## config.mk

```make
export PLATFORM = sky130hd
export DESIGN_NAME = multiplier_arbiter
export DESIGN_NICKNAME = d
export VERILOG_FILES = /design/src/rtl/multiplier_arbiter.sv
export SDC_FILE = /design/constraint.sdc
export NUM_CORES = 1
export LEC_CHECK = 0
export BUFFER_PORTS_ARGS = -buffer_cell sky130_fd_sc_hd__buf_4
export CAP_MARGIN = 40
export CORE_UTILIZATION = 30
export DETAILED_ROUTE_END_ITERATION = 8
export PLACE_DENSITY_LB_ADDON = 0.12
export SETUP_SLACK_MARGIN = 0.15
export SLEW_MARGIN = 20
export SYNTH_ARGS = -nofsm -noshare
export SYNTH_HDL_FRONTEND = slang
export SYNTH_SLANG_ARGS = --single-unit
```

## constraint.sdc

```tcl
create_clock -name clk -period 4.7 [get_ports clk]
set_input_delay 0.705 -clock clk [delete_from_list [all_inputs] [get_ports clk]]
set_output_delay 0.705 -clock clk [all_outputs]
set_load 0.01 [all_outputs]
```

## src/rtl/multiplier_arbiter.sv

```systemverilog
// Round-robin arbiter sharing one sequential multiplier among N_REQ
// requesters; three-state control with a drain phase for level finish.
module multiplier_arbiter #(
  parameter int N_REQ = 4,
  parameter int WIDTH = 16,
  localparam int IDW = (N_REQ > 1) ? $clog2(N_REQ) : 1
) (
  input  logic                   clk,
  input  logic                   rst,
  input  logic [N_REQ-1:0]       req,
  input  logic [N_REQ*WIDTH-1:0] req_a,
  input  logic [N_REQ*WIDTH-1:0] req_b,
  output logic [N_REQ-1:0]       done,
  output logic [WIDTH-1:0]       result,
  output logic                   overflow,
  output logic                   busy,
  output logic [IDW-1:0]         grant_id,
  output logic [WIDTH-1:0]       mul_a,
  output logic [WIDTH-1:0]       mul_b,
  output logic                   mul_start,
  input  logic [WIDTH-1:0]       mul_result,
  input  logic                   mul_overflow,
  input  logic                   mul_finish
);

  localparam logic [1:0] IDLE  = 2'd0;
  localparam logic [1:0] BUSY  = 2'd1;
  localparam logic [1:0] DRAIN = 2'd2;

  localparam logic [N_REQ-1:0] ONE = N_REQ'(1);
  localparam logic [IDW-1:0]   LAST = IDW'(N_REQ - 1);

  logic [1:0]       state;
  logic [1:0]       state_nxt;
  logic [IDW-1:0]   ptr;
  logic [IDW-1:0]   winner;
  logic [IDW-1:0]   ptr_nxt;
  logic             found;
  logic             grant;
  logic             finish;
  logic [WIDTH-1:0] win_a;
  logic [WIDTH-1:0] win_b;

  // Round-robin search: first active request at or after ptr, wrapping.
  always_comb begin
    found  = 1'b0;
    winner = ptr;
    for (int k = 0; k < N_REQ; k++) begin
      automatic int idx = (int'(ptr) + k) % N_REQ;
      if (!found && req[idx]) begin
        found  = 1'b1;
        winner = IDW'(idx);
      end
    end
  end

  // Winner operands and the pointer one past the winner.
  always_comb begin
    win_a   = req_a[winner*WIDTH +: WIDTH];
    win_b   = req_b[winner*WIDTH +: WIDTH];
    ptr_nxt = (winner == LAST) ? '0 : winner + 1'b1;
  end

  assign grant  = (state == IDLE) && found;
  assign finish = (state == BUSY) && mul_finish;
  assign busy   = (state != IDLE);

  // Next-state logic; DRAIN waits out a level-held finish.
  always_comb begin
    state_nxt = state;
    unique case (state)
      IDLE:    if (found) state_nxt = BUSY;
      BUSY:    if (mul_finish) state_nxt = DRAIN;
      DRAIN:   if (!mul_finish) state_nxt = IDLE;
      default: state_nxt = IDLE;
    endcase
  end

  // State register.
  always_ff @(posedge clk or posedge rst) begin
    if (rst) state <= IDLE;
    else     state <= state_nxt;
  end

  // Grant bookkeeping: pointer, served index and operands latch on grant.
  always_ff @(posedge clk or posedge rst) begin
    if (rst) begin
      ptr      <= '0;
      grant_id <= '0;
      mul_a    <= '0;
      mul_b    <= '0;
    end else if (grant) begin
      ptr      <= ptr_nxt;
      grant_id <= winner;
      mul_a    <= win_a;
      mul_b    <= win_b;
    end
  end

  // Start level: raised on grant, held through BUSY, dropped on finish.
  always_ff @(posedge clk or posedge rst) begin
    if (rst)         mul_start <= 1'b0;
    else if (grant)  mul_start <= 1'b1;
    else if (finish) mul_start <= 1'b0;
    else if (state != BUSY) mul_start <= 1'b0;
  end

  // Completion capture: result and overflow change only here.
  always_ff @(posedge clk or posedge rst) begin
    if (rst) begin
      result   <= '0;
      overflow <= 1'b0;
    end else if (finish) begin
      result   <= mul_result;
      overflow <= mul_overflow;
    end
  end

  // One-cycle done pulse for the served requester.
  always_ff @(posedge clk or posedge rst) begin
    if (rst)         done <= '0;
    else if (finish) done <= ONE << grant_id;
    else             done <= '0;
  end

endmodule

```

==> results.sh <==
export IMPL_die_area_um2=11600
export IMPL_track_usage_pct=17.0
export IMPL_yosys_warnings=0
export IMPL_drc=0
export IMPL_clkSinkCount=60
export IMPL_worstSetupEndpoint="mul_a[15]$_DFFE_PP0P_"
export IMPL_avgSynthCellArea_um2=10.9
export IMPL_status="completed"
export IMPL_final_setup_tns_ps=0
export IMPL_post_dp_hpwl_mm=7.27
export IMPL_rows=38
export IMPL_worst_ep_required_time_ps=4910
export IMPL_wl_per_cell_um=15.2
export IMPL_register_area_um2=1500
export IMPL_routed_via_count=3081
export IMPL_reg2reg_to="mul_a[2]$_DFFE_PP0P_"
export IMPL_clk_latency_ps=340
export IMPL_cap_violations=0
export IMPL_cpPeakStageDelay_ps=470
export IMPL_synth_seq_area_share_pct=44.8
export IMPL_path_class="input port to register"
export IMPL_layout_drive_gt1_share_pct=51.5
export IMPL_r2r_start="ptr[1]$_DFFE_PP0P_"
export IMPL_whs_ps=314
export IMPL_startpoint="req[2]"
export IMPL_arrival_ps=2640
export IMPL_ff2ff_setup_slack_ps=2400
export IMPL_ctsHtreeMaxLevel=3
export IMPL_fin_area_um2=5260
export IMPL_fillers=1035
export IMPL_nets=665
export IMPL_root_buffer="clkbuf_8"
export IMPL_grt_pass1_vias=3065
export IMPL_dpl_cell_area_um2=5020
export IMPL_fin_worst_skew_ps=9.69
export IMPL_initial_core_util_pct=30.9
export IMPL_synth_seq_cells=60
export IMPL_syn_inst=307
export IMPL_post_cts_setup_buffers=0
export IMPL_numCtsBuffers=9
export IMPL_finalHoldViolations=0
export IMPL_clk_pin_slew_ps=80
export IMPL_postCtsHoldBufs=0
export IMPL_io_pins=209
export IMPL_synthTopCellsByArea="dfrtp_1 45%, mux2i_1 19%, o221ai_2 13%, nand2_1 10%, buf_6 1.7%"
export IMPL_post_drt_via_cell_ratio=4.68
export IMPL_rsz0062_at_grt="false"
export IMPL_worstSetupStartpointType="input port"
export IMPL_syn_nets=459
export IMPL_min_period_ps=2440
export IMPL_area_growth_pct=56.8
export IMPL_setup_viol=0
export IMPL_cp_slowest_cell="or2_2"
export IMPL_path_cells="buf_4, nor4_2, or2_1, buf_4, or2_2, buf_12, o221ai_1"
export IMPL_final_cells=658
export IMPL_fin_crit_sh_pct=51.8
export IMPL_cts_resized=0
export IMPL_place_gp_congestion=0.755
export IMPL_routed_wl_mm=9.98
export IMPL_fp_dieW_um=108
export IMPL_grt_pass1_wl_mm=15.3
export IMPL_max_freq_mhz=410
export IMPL_ir_drop_mv=0.284
export IMPL_crit_top_cell="buf_4"
export IMPL_relSlewSlack_pct=57.6
export IMPL_cts_tree="built"
export IMPL_tightestPinTransition_ps=636
export IMPL_path_max_fanout=38
export IMPL_reg2reg_depth=6
export IMPL_placed_cells_incl_taps=641
export IMPL_endpoint_kind="register"
export IMPL_antenna_found_initial=0
export IMPL_slew_viol_final=0
export IMPL_ctsLongestPathBuffers=2
export IMPL_drt_iter0_drc=75
export IMPL_dr_pass1_iters=4
export IMPL_ant_nets=0
export IMPL_yosysTopAreaCellShare_pct=44.8
export IMPL_core_area_um2=10800
export IMPL_io_buffers=208
export IMPL_grt_max_degree=61
export IMPL_num_antenna_cells=0
export IMPL_powerDensity_nw_per_um2=590
export IMPL_synth_area_um2=3350
export IMPL_synth_top_cell_by_area="dfrtp_1"
export IMPL_yosysUniqueCellTypes=30
export IMPL_power_mw=3.10
export IMPL_leakage_nw=2.70
export IMPL_min_path_type="input port to asynchronous set/reset pin"
export IMPL_die_y_um=108
export IMPL_multi_input_area_um2=1670
export IMPL_overflow=0
Yosys cell counts (all sizes together):
| cell | n |
|---|---|
| a211oi | 1 |
| a21boi | 1 |
| a21oi | 3 |
| a31oi | 2 |
| and2b | 1 |
| and3 | 1 |
| buf | 16 |
| clkbuf | 5 |
| clkinv | 1 |
| dfrtp | 60 |
| inv | 5 |
| mux2i | 64 |
| nand2 | 92 |
| nand3b | 1 |
| nor2 | 7 |
| nor2b | 2 |
| nor3 | 2 |
| nor3b | 1 |
| nor4 | 1 |
| o21ai | 2 |
| o221ai | 33 |
| o2bb2ai | 1 |
| or2 | 3 |
| xnor2 | 1 |
| xor2 | 1 |
power breakdown:
| part | total [mW] | internal (mW) | switching [mW] |
|---|---|---|---|
| clock network | 0.497 | 0.264 | 0.233 |
| registers | 0.920 | 0.764 | 0.157 |
| logic | 1.68 | 0.830 | 0.854 |
cells in the final DEF (no fill, tap or decap), drive strengths merged, types with 2 or more instances in the layout:
cell and n:
a21oi 3, a31oi 2, buf 216, clkbuf 10, clkinv 2, clkinvlp 2, dfrtp 60, inv 7
mux2i 64, nand2 92, nor2 7, nor2b 2, nor3 2, o21ai 2, o221ai 33, or2 3
sequential cells by signal (all words and copies together) (netlist names):
signal     count
ptr            2
result        16
done           4
overflow       1
mul_a         16
state          2
mul_b         16
grant_id       2
mul_start      1
logic make-up (layout without fill, tap and decap cells):
| kind of cell | after synthesis | after routing | synth area share (%) |
|---|---|---|---|
| and+or+nand+nor | 111 | 111 | 13.6 |
| muxes | 64 | 64 | 19.1 |
| DFF | 60 | 60 | 44.8 |
| AOI/OAI and AO/OA | 43 | 43 | 15.9 |
| buffers and inverters | 27 | 238 | 6.05 |
| xor gates and xnor gates | 2 | 2 | 0.523 |
worst max-delay path: cells and delay by family:
family,cells,cell delay (ps)
AND/OR/NAND/NOR,3,990
buffers and inverters,3,760
AO/OA/AOI/OAI,1,150
per-layer routing:
| layer | vias up | track usage, % | part of all wire [%] |
|---|---|---|---|
| li1 | 1503 | - | - |
| met5 | - | 0 | 0 |
| met1 | 1427 | 20.3 | 42 |
| met4 | 0 | 5.19 | 1.3 |
| met3 | 13 | 5.69 | 9.7 |
| met2 | 138 | 28.6 | 47 |
through the flow:
| stage | utilization [%] | setup slack, ps |
|---|---|---|
| after floorplan | - | 2510 |
| after CTS | 48.2 | 2240 |
| after global placement | 45.7 | 1500 |
| after detailed placement | 46.3 | 1890 |
| after global routing | 48.5 | 2090 |
| final | 48.5 | 2260 |
cell type report:
type / instances / share of cell area (%)
Sequential cell: 60 / 28.6
Multi-Input combinational cell: 220 / 31.7
Tap cell: 140 / 3.33
Clock buffer: 10 / 2.62
Timing Repair Buffer: 216 / 32.0
Inverter: 6 / 0.429
Clock inverter: 6 / 1.36
worst min-delay path by stage:
| stage | from | endpoint | slack [ps] | cells after the start |
|---|---|---|---|---|
| after CTS | result[13]$_DFFE_PP0P_ | result[13]$_DFFE_PP0P_ | 490 | 2 |
| after global routing | rst | result[9]$_DFFE_PP0P_ | 310 | 3 |
| final | rst | result[10]$_DFFE_PP0P_ | 310 | 3 |
| after global placement | overflow$_DFFE_PP0P_ | overflow$_DFFE_PP0P_ | 460 | 2 |
| after floorplan | state[1]$_DFFE_PP0P_ | state[0]$_DFFE_PP0P_ | 470 | 1 |
| after detailed placement | result[12]$_DFFE_PP0P_ | result[12]$_DFFE_PP0P_ | 460 | 2 |
Power figures use the tool's default switching activity.
